`config.mk`:
```
export PLATFORM = sky130hd
export DESIGN_NAME = permute_fsm_flat
export DESIGN_NICKNAME = d
export VERILOG_FILES = /design/src/rtl/shake_pkg.sv /design/src/rtl/permute_fsm_if.sv /design/src/rtl/permute_fsm.sv /design/src/flat_wrapper.sv
export SDC_FILE = /design/constraint.sdc
export NUM_CORES = 1
export LEC_CHECK = 0
export ABC_AREA = 1
export CAP_MARGIN = 10
export CORE_ASPECT_RATIO = 1.2
export CORE_UTILIZATION = 40
export CTS_BUF_LIST = sky130_fd_sc_hd__clkbuf_2 sky130_fd_sc_hd__clkbuf_4 sky130_fd_sc_hd__clkbuf_8
export DETAILED_ROUTE_END_ITERATION = 7
export GPL_ROUTABILITY_DRIVEN = 0
export PLACE_DENSITY = 0.71
export SETUP_SLACK_MARGIN = 0.15
export SKIP_LAST_GASP = 1
export SYNTH_ARGS = -nofsm -noshare
export SYNTH_HDL_FRONTEND = slang
export SYNTH_SLANG_ARGS = --single-unit
```
`constraint.sdc`:
```
create_clock -name clk -period 2 [get_ports clk]
set_input_delay 0.5 -clock clk [delete_from_list [all_inputs] [get_ports clk]]
set_output_delay 0.5 -clock clk [all_outputs]
set_load 0.03 [all_outputs]
```
`src/rtl/shake_pkg.sv`:
```
// Shared types and defaults for the Keccak permutation sequencer.
package shake_pkg;

    localparam int unsigned NUM_ROUNDS_DEF = 24;
    localparam int unsigned ROUND_IDX_W    = 5;
    localparam int unsigned OUT_BLK_W_DEF  = 16;

    typedef enum logic [1:0] {
        PS_RESET       = 2'd0,
        PS_WAIT_BLOCK  = 2'd1,
        PS_PERMUTE     = 2'd2,
        PS_WAIT_OUTPUT = 2'd3
    } permute_state_e;

    // Index of the final round of one permutation.
    function automatic logic [ROUND_IDX_W-1:0] last_round_idx(input int unsigned num_rounds);
        return ROUND_IDX_W'(num_rounds - 1);
    endfunction

endpackage

```
`src/rtl/permute_fsm_if.sv`:
```
// Control bundle between the permutation sequencer and the SIPO/state/PISO datapath.
interface permute_fsm_if
    import shake_pkg::*;
#(
    parameter int unsigned OUT_BLK_W = OUT_BLK_W_DEF
);

    logic                   input_buffer_ready;
    logic                   last_block_in_buffer;
    logic [OUT_BLK_W-1:0]   out_blocks;
    logic                   input_buffer_ready_clr;
    logic                   state_reset;
    logic                   absorb_enable;
    logic                   round_enable;
    logic [ROUND_IDX_W-1:0] round_index;
    logic                   output_buffer_ready;
    logic                   output_buffer_load;
    logic                   output_buffer_ready_wr;
    logic                   last_output_block;

    // Sequencer side.
    modport master (
        input  input_buffer_ready,
        input  last_block_in_buffer,
        input  out_blocks,
        input  output_buffer_ready,
        output input_buffer_ready_clr,
        output state_reset,
        output absorb_enable,
        output round_enable,
        output round_index,
        output output_buffer_load,
        output output_buffer_ready_wr,
        output last_output_block
    );

    // Datapath side.
    modport slave (
        output input_buffer_ready,
        output last_block_in_buffer,
        output out_blocks,
        output output_buffer_ready,
        input  input_buffer_ready_clr,
        input  state_reset,
        input  absorb_enable,
        input  round_enable,
        input  round_index,
        input  output_buffer_load,
        input  output_buffer_ready_wr,
        input  last_output_block
    );

endinterface

```
`src/rtl/permute_fsm.sv`:
```
// Mealy sequencer for absorb / Keccak-f rounds / squeeze of one message at a time.
module permute_fsm
    import shake_pkg::*;
#(
    parameter int unsigned NUM_ROUNDS = NUM_ROUNDS_DEF,
    parameter int unsigned OUT_BLK_W  = OUT_BLK_W_DEF
) (
    input  logic          clk,
    input  logic          rst,
    permute_fsm_if.master bus
);

    localparam logic [ROUND_IDX_W-1:0] LAST_ROUND = last_round_idx(NUM_ROUNDS);
    localparam logic [OUT_BLK_W-1:0]   ONE_BLK    = OUT_BLK_W'(1);

    permute_state_e         state_q, state_d;
    logic [ROUND_IDX_W-1:0] round_q, round_d;
    logic [OUT_BLK_W-1:0]   remaining_q, remaining_d;
    logic                   last_flag_q, last_flag_d;

    logic                   in_clr;
    logic                   st_reset;
    logic                   absorb;
    logic                   round_en;
    logic [ROUND_IDX_W-1:0] round_idx;
    logic                   out_load;
    logic                   out_wr;
    logic                   out_last;

    always_ff @(posedge clk) begin
        if (rst) begin
            state_q     <= PS_RESET;
            round_q     <= '0;
            remaining_q <= '0;
            last_flag_q <= 1'b0;
        end else begin
            state_q     <= state_d;
            round_q     <= round_d;
            remaining_q <= remaining_d;
            last_flag_q <= last_flag_d;
        end
    end

    // Next state and Mealy outputs; everything is held low while rst is high.
    always_comb begin
        state_d     = state_q;
        round_d     = round_q;
        remaining_d = remaining_q;
        last_flag_d = last_flag_q;
        in_clr      = 1'b0;
        st_reset    = 1'b0;
        absorb      = 1'b0;
        round_en    = 1'b0;
        round_idx   = '0;
        out_load    = 1'b0;
        out_wr      = 1'b0;
        out_last    = 1'b0;

        if (!rst) begin
            case (state_q)
                PS_RESET: begin
                    st_reset = 1'b1;
                    state_d  = PS_WAIT_BLOCK;
                end

                PS_WAIT_BLOCK: begin
                    if (bus.input_buffer_ready) begin
                        absorb      = 1'b1;
                        in_clr      = 1'b1;
                        last_flag_d = bus.last_block_in_buffer;
                        round_d     = '0;
                        state_d     = PS_PERMUTE;
                        // A zero request still squeezes one block.
                        if (bus.last_block_in_buffer) begin
                            remaining_d = (bus.out_blocks == '0) ? ONE_BLK : bus.out_blocks;
                        end
                    end
                end

                PS_PERMUTE: begin
                    round_en  = 1'b1;
                    round_idx = round_q;
                    round_d   = round_q + ROUND_IDX_W'(1);
                    if (round_q == LAST_ROUND) begin
                        state_d = last_flag_q ? PS_WAIT_OUTPUT : PS_WAIT_BLOCK;
                    end
                end

                PS_WAIT_OUTPUT: begin
                    if (!bus.output_buffer_ready) begin
                        out_load    = 1'b1;
                        out_wr      = 1'b1;
                        out_last    = (remaining_q == ONE_BLK);
                        remaining_d = remaining_q - ONE_BLK;
                        if (remaining_q == ONE_BLK) begin
                            state_d = PS_RESET;
                        end else begin
                            round_d = '0;
                            state_d = PS_PERMUTE;
                        end
                    end
                end

                default: begin
                    state_d = PS_RESET;
                end
            endcase
        end
    end

    assign bus.input_buffer_ready_clr = in_clr;
    assign bus.state_reset            = st_reset;
    assign bus.absorb_enable          = absorb;
    assign bus.round_enable           = round_en;
    assign bus.round_index            = round_idx;
    assign bus.output_buffer_load     = out_load;
    assign bus.output_buffer_ready_wr = out_wr;
    assign bus.last_output_block      = out_last;

endmodule

```
`src/flat_wrapper.sv`:
```
// flat-port wrapper written by rule: the top's interface ports become plain ports
module permute_fsm_flat import shake_pkg::*;
#(
    parameter int unsigned NUM_ROUNDS = NUM_ROUNDS_DEF,
    parameter int unsigned OUT_BLK_W  = OUT_BLK_W_DEF
)
  (clk, rst, bus_input_buffer_ready, bus_last_block_in_buffer, bus_out_blocks, bus_output_buffer_ready, bus_input_buffer_ready_clr, bus_state_reset, bus_absorb_enable, bus_round_enable, bus_round_index, bus_output_buffer_load, bus_output_buffer_ready_wr, bus_last_output_block);
  permute_fsm_if #(.OUT_BLK_W(OUT_BLK_W)) bus_i ();
  input  logic clk;
  input  logic rst;
  input wire logic [$bits(bus_i.input_buffer_ready)-1:0] bus_input_buffer_ready;
  input wire logic [$bits(bus_i.last_block_in_buffer)-1:0] bus_last_block_in_buffer;
  input wire logic [$bits(bus_i.out_blocks)-1:0] bus_out_blocks;
  input wire logic [$bits(bus_i.output_buffer_ready)-1:0] bus_output_buffer_ready;
  output wire logic [$bits(bus_i.input_buffer_ready_clr)-1:0] bus_input_buffer_ready_clr;
  output wire logic [$bits(bus_i.state_reset)-1:0] bus_state_reset;
  output wire logic [$bits(bus_i.absorb_enable)-1:0] bus_absorb_enable;
  output wire logic [$bits(bus_i.round_enable)-1:0] bus_round_enable;
  output wire logic [$bits(bus_i.round_index)-1:0] bus_round_index;
  output wire logic [$bits(bus_i.output_buffer_load)-1:0] bus_output_buffer_load;
  output wire logic [$bits(bus_i.output_buffer_ready_wr)-1:0] bus_output_buffer_ready_wr;
  output wire logic [$bits(bus_i.last_output_block)-1:0] bus_last_output_block;
  assign bus_i.input_buffer_ready = bus_input_buffer_ready;
  assign bus_i.last_block_in_buffer = bus_last_block_in_buffer;
  assign bus_i.out_blocks = bus_out_blocks;
  assign bus_i.output_buffer_ready = bus_output_buffer_ready;
  assign bus_input_buffer_ready_clr = bus_i.input_buffer_ready_clr;
  assign bus_state_reset = bus_i.state_reset;
  assign bus_absorb_enable = bus_i.absorb_enable;
  assign bus_round_enable = bus_i.round_enable;
  assign bus_round_index = bus_i.round_index;
  assign bus_output_buffer_load = bus_i.output_buffer_load;
  assign bus_output_buffer_ready_wr = bus_i.output_buffer_ready_wr;
  assign bus_last_output_block = bus_i.last_output_block;
  permute_fsm #(.NUM_ROUNDS(NUM_ROUNDS), .OUT_BLK_W(OUT_BLK_W)) u_core (.clk(clk), .rst(rst), .bus(bus_i));
endmodule
```
==> results of run 1 <==
## power groups by stage
stage	Combinational [mW]	Sequential, mW	Clock [mW]
detailed placement	0.508	0.566	0
CTS	0.557	0.560	0.343
global placement	0.505	0.567	0
floorplan	0.354	0.557	0
finish	0.599	0.571	0.332
global route	0.683	0.575	0.357
## sequential cells by signal, summed over array words and instances (netlist names)
name                cells
u_core.remaining_q     16
u_core.last_flag_q      1
u_core.round_q          5
u_core.state_q          2
## metal layers
| metal | up-vias | track usage, % | share of wire (%) |
|---|---|---|---|
| li1 | 1050 | - | - |
| met1 | 900 | 29.08 | 43 |
| met2 | 44 | 41.43 | 52 |
| met3 | 13 | 2.128 | 2.5 |
| met4 | 0 | 11.62 | 2.6 |
| met5 | - | 0 | 0 |
## critical path, stage by stage, from the launching register on
cell,delay (ns)
dfxtp_4,0.41
buf_4,0.12
nand2_2,0.09
nor2_2,0.11
inv_1,0.08
nor2_1,0.10
buf_4,0.17
## final timing paths
path | cells after the start | slack [ns] | endpoint
max | 6 | 0.16 | bus_round_index[4]
min | 2 | 0.48 | u_core.round_q[4]
max reg2reg | 13 | 0.23 | u_core.last_flag_q
min reg2reg | 2 | 0.48 | u_core.round_q[4]
## stage by stage
step                      utilization (%)  instance area [µm²]  hold WS [ns]
after floorplan                         -                 1698        0.4525
after global placement              53.13                 2111        0.4688
after detailed placement            53.13                 2111        0.4740
after CTS                           58.17                 2311        0.4892
after global routing                60.63                 2409        0.4987
final                               60.63                 2409        0.4826
## repair_timing
action	4_1_cts	5_1_grt
setup endpoints to repair	12	13
setup buffers	12	4
pin swaps	6	8
gates resized for setup	25	26
hold endpoints to repair	0	0
gates cloned	0	0
hold buffers	0	0
## cell type report
| type | count | share of cell area [%] |
|---|---|---|
| Tap cell | 54 | 2.805 |
| Timing Repair Buffer | 61 | 22.08 |
| Multi-Input combinational cell | 228 | 46.81 |
| Clock buffer | 4 | 2.286 |
| Sequential cell | 24 | 20.99 |
| Inverter | 31 | 5.039 |
## kinds of logic (layout without fill, tap and decap cells)
logic type | after synthesis | in the layout | synth area share [%]
AND/OR/NAND/NOR | 183 | 183 | 45.72
AO/OA/AOI/OAI | 42 | 42 | 12.96
buffers and inverters | 40 | 96 | 10.50
flip-flops | 24 | 24 | 28.59
adder cells (fa/ha/maj) | 3 | 3 | 2.234
## placed cells by master, fill, tap and decap left out, types with 4 or more instances in the layout
| master | netlist | routed |
|---|---|---|
| a21oi_1 | 20 | 20 |
| o21ai_0 | 18 | 18 |
| dfxtp_4 | 0 | 5 |
| clkdlybuf4s50_1 | 0 | 17 |
| inv_2 | 1 | 7 |
| buf_4 | 3 | 36 |
| nor2_4 | 1 | 7 |
| nand3_1 | 23 | 21 |
| nand2_1 | 86 | 84 |
| nor2_1 | 56 | 46 |
| buf_6 | 1 | 4 |
| clkbuf_8 | 0 | 4 |
| dfxtp_1 | 24 | 14 |
| dfxtp_2 | 0 | 5 |
| inv_1 | 29 | 23 |
| nand4_1 | 6 | 6 |
| nor2_2 | 1 | 5 |
==> results.yml, run 1 <==
run_status:
  status: "complete, no violations"
timing:
  setup_tns_ns: 0
  worst_slack_ns: 0.1568
  tightest_slew_ns: 0.3669
  drv_slew: 0
  setup_violations: 0
  slew_headroom_pct: 75.45
  max_freq_ghz: 0.5425
  finClkSkew_ns: 0.003274
  fin_crit_ns: 1.843
  rsz0062_at_grt: "yes"
  period_share_pct: 92.16
  hold_viol_final: 0
synth:
  yosys.area.top_type: "dfxtp_1"
  synth_cells: 292
  yosysSeqAreaShare_pct: 28.59
  mappedNetlistArea_mm2: 0.001680
  ys_types: 25
  synth_common_cells: "nand2_1, nor2_1, inv_1, dfxtp_1, nand3_1"
  async_flop_share_pct: 0
  synth.top_cell.area_share_pct: 28.59
  syn_nets: 316
  ys.warnings.count: 0
  avgSynthCellArea_um2: 5.755
  ys_ff_latch: 24
  synth_edf_count: 0
  yosys-top-cells-area: "dfxtp_1, nand2_1, nor2_1"
  ys.flop_type: "dfxtp_1"
  synth.most_common_cell: "nand2_1"
placement:
  preCtsSetupSlack_ns: -0.09470
  placedCellCount: 382
  hpwl_mm: 3.196
  portBuffers: 32
grt:
  grt_max_degree: 27
  grt_pass1_wl_mm: 8.266
  antenna_found_initial: 0
  grt_pass1_vias: 1973
  grt_util_all_layers_pct: 24.00
  overflow: 0
pwr:
  p_leak_nw: 1.086
  comb_power_share_pct: 39.9
  ir_drop_uv: 301.9
  p_int_mw: 0.9482
  power.switching_mw: 0.5534
  switching_share_pct: 36.85
  seqPwrFrac_pct: 38.0
  power.density_mw_per_mm2: 623.5
  p_clk_share_pct: 22.1
  finalPower_mw: 1.502
setup_path:
  reg2reg_from: "u_core.state_q[1]"
  arrival_ns: 1.34
  setup.worst_path.class: "reg2out"
  end_kind: "output pin"
  critPathMaxFanout: 6
  crit_required_ns: 1.50
  cp-startpoint: "u_core.state_q[1]"
  cp-start-kind: "flop"
clocking:
  cts_sinks: 24
  clk_latency_ns: 0.27
  cts_htree_levels: 1
  numCtsBuffers: 3
  cts_tree: "built"
  clockBufferDepth: 2
  clock-root-buffer: "clkbuf_8"
  clk_pin_slew_ns: 0.08
routing:
  wl_per_cell_um: 11.69
  wirelength_mm: 4.699
  ant_nets: 0
  drc_errors: 0
  dr.pass1.iters: 4
  viasPerCell: 4.993
  drtIter0Drc: 57
  dr_total_vias: 2007
finish:
  diodes: 0
  regArea_um2: 505.5
  final_cells: 402
  layout.nets: 373
  fill_cells: 416
  layout-drive-gt1-share_pct: 25.57
  multi_input_area_mm2: 0.001127
  syn_to_final_growth_pct: 43.34
worst_hold_path:
  min_from: "u_core.round_q[4]"
  hold_path.class: "reg2reg"
flow_run:
  maxCapViolations: 0
die:
  die_area_mm2: 0.004465
  die_h_um: 73
  ios: 33
  fp.dieW_um: 61.17
  core_mm2: 0.003973
  initial_core_util_pct: 42.30
  fp-row-count: 25
No activity file was read; power rests on OpenSTA's default activity.
==> run 2, diff against run 1 <==
Settings changed: PLACE_DENSITY 0.71 to unset, SETUP_SLACK_MARGIN 0.15 to 0.02.
==> run 2 against run 1 <==
  * Design area is 8.1% lower
  * Global-route usage is 1.8 points lower
  * Flip-flop and latch count stayed put
  * Hold slack better by 0.0044 ns
  * Highest routed layer unchanged
  * Fmax is 4.5% lower
  * Combinational power is 10% lower
  * Clock-buffer cell count is 1 lower
  * Register-to-register slack better by 0.11 ns
  * Sequential share of layout area is 0.88 points higher
  * Core utilization is 4.9 points lower
  * Power is 7.8% lower
  * Wire length is 6.1% lower
==> results.yml, run 2 (synthesized netlist as in run 1, its figures left out) <==
finish:
  final_cell_mix: "nand2_1, nor2_1, buf_4, inv_1, nand3_1"
  diodes: 0
  layout-drive-gt1-share_pct: 17.66
  final_cells: 388
  syn_to_final_growth_pct: 31.79
  largest_register: "u_core.remaining_q"
  layout.nets: 360
  largest_reg_flops: 16
  fin_util_pct: 55.75
  largestRegisters: "u_core.remaining_q (16), u_core.round_q (5), u_core.state_q (2)"
  fill_cells: 432
  final_common_cell: "nand2_1"
pwr:
  p_int_mw: 0.8657
  ir_drop_uv: 341.5
  p_leak_nw: 0.9937
  switching_share_pct: 37.47
  power.switching_mw: 0.5188
  power.density_mw_per_mm2: 625.2
  seqPwrFrac_pct: 40.2
  comb_power_share_pct: 38.9
  p_clk_share_pct: 20.9
die:
  die_area_mm2: 0.004465
  fp.dieW_um: 61.17
  die_h_um: 73
  initial_core_util_pct: 42.30
  ios: 33
  fp-row-count: 25
  core_mm2: 0.003973
clocking:
  cts_tree: "built"
  clk_latency_ns: 0.27
  clockBufferDepth: 2
  cts_sinks: 24
  hold_buffers: 0
  clk_pin_slew_ns: 0.08
  cts_htree_levels: 1
  numCtsBuffers: 3
  clock-root-buffer: "clkbuf_8"
timing:
  period_share_pct: 96.48
  slew_headroom_pct: 74.82
  fin_crit_ns: 1.930
  rsz0062_at_grt: "no"
  drv_slew: 0
  finClkSkew_ns: 0.002110
  max_freq_ghz: 0.5182
  hold_viol_final: 0
  setup_violations: 0
  tightest_slew_ns: 0.3773
setup_path:
  r2r_slack_ns: 0.34
  critPathMaxFanout: 2
  setup.worst_path.class: "in2out"
  crit_required_ns: 1.50
  ff2ff_path_depth: 11
  arrival_ns: 1.43
  crit_path_top_delay_cell: "clkdlybuf4s50_1"
  crit_chain: "clkdlybuf4s50_1 > inv_2 > nor2_4 > inv_2 > nor2_4 > buf_6"
  cp-start-kind: "input port"
  reg2reg_from: "u_core.state_q[1]"
  end_kind: "output pin"
  r2r_end: "u_core.remaining_q[10]"
  slowest_delay_ns: 0.47
grt:
  grt_pass1_vias: 1730
  grt_max_degree: 27
  antenna_found_initial: 0
  grt_pass1_wl_mm: 7.403
  grt_util_all_layers_pct: 22.17
  overflow: 0
flow_run:
  maxCapViolations: 0
routing:
  drtIter0Drc: 113
  ant_nets: 0
  dr_total_vias: 1891
  viasPerCell: 4.874
  dr.pass1.iters: 4
  drc_errors: 0
  wl_per_cell_um: 11.38
  wirelength_mm: 4.414
run_status:
  status: "complete, no violations"
worst_hold_path:
  hold_path.class: "reg2reg"
  hold_path_depth: 2
  min_from: "u_core.remaining_q[5]"
  min_to: "u_core.remaining_q[5]"
placement:
  portBuffers: 32
  placedCellCount: 383
  hpwl_mm: 3.347
run 2: layout make-up:
cell class,count,area [µm²],share of cell area [%]
clock buffer,3,41.29,1.864
inverter,31,121.4,5.480
multi-input combinational,228,1071,48.36
sequential,24,484.2,21.86
tap,54,67.56,3.051
timing repair buffer,48,429.2,19.38
run 2: per-layer routing:
layer  global-route usage, %  up-vias  wire length, µm
li1                        -     1016                -
met1                   25.24      844             1938
met2                   41.06       26             2304
met3                   2.305        5              107
met5                       0        -                0
met4                   8.081        0               64
run 2: through the flow:
step | worst slack [ns] | cell area (µm²) | setup TNS, ns | power (mW) | hold slack [ns]
after detailed placement | -0.1138 | 2113 | -0.4331 | 1.082 | 0.4716
final | 0.07041 | 2215 | 0 | 1.385 | 0.4870
after floorplan | 0.04019 | 1693 | 0 | 0.9090 | 0.4525
after CTS | 0.01537 | 2167 | 0 | 1.383 | 0.4862
after global placement | -0.09874 | 2113 | -0.2934 | 1.081 | 0.4733
after global routing | 0.008852 | 2215 | 0 | 1.504 | 0.5052
run 2: power groups by stage:
stage | Clock, mW | Combinational, mW | Sequential [mW]
5_1_grt | 0.326 | 0.616 | 0.563
2_1_floorplan | 0 | 0.352 | 0.557
4_1_cts | 0.304 | 0.526 | 0.554
3_5_place_dp | 0 | 0.519 | 0.563
6_report | 0.289 | 0.538 | 0.557
3_3_place_gp | 0 | 0.517 | 0.564
run 2: worst max-delay path, delay by kind of cell:
family | cells | cell delay, ns
buffers and inverters | 4 | 0.72
AND/OR/NAND/NOR | 2 | 0.21
run 2: repair_timing:
action                     CTS  global route
gates cloned                 0             0
setup buffers                0             2
gates resized for setup      8            14
pin swaps                    0             3
setup endpoints to repair   11             7
run 2: how the worst max path moves through the flow:
stage	slack [ns]	cells after the start	endpoint	startpoint
finish	0.07	6	bus_input_buffer_ready_clr	bus_input_buffer_ready
global route	0.009	7	bus_last_output_block	u_core.remaining_q[1]
CTS	0.02	6	bus_input_buffer_ready_clr	bus_input_buffer_ready
detailed placement	-0.11	4	bus_last_output_block	rst
global placement	-0.1	4	bus_last_output_block	rst
floorplan	0.04	3	bus_output_buffer_ready_wr	rst
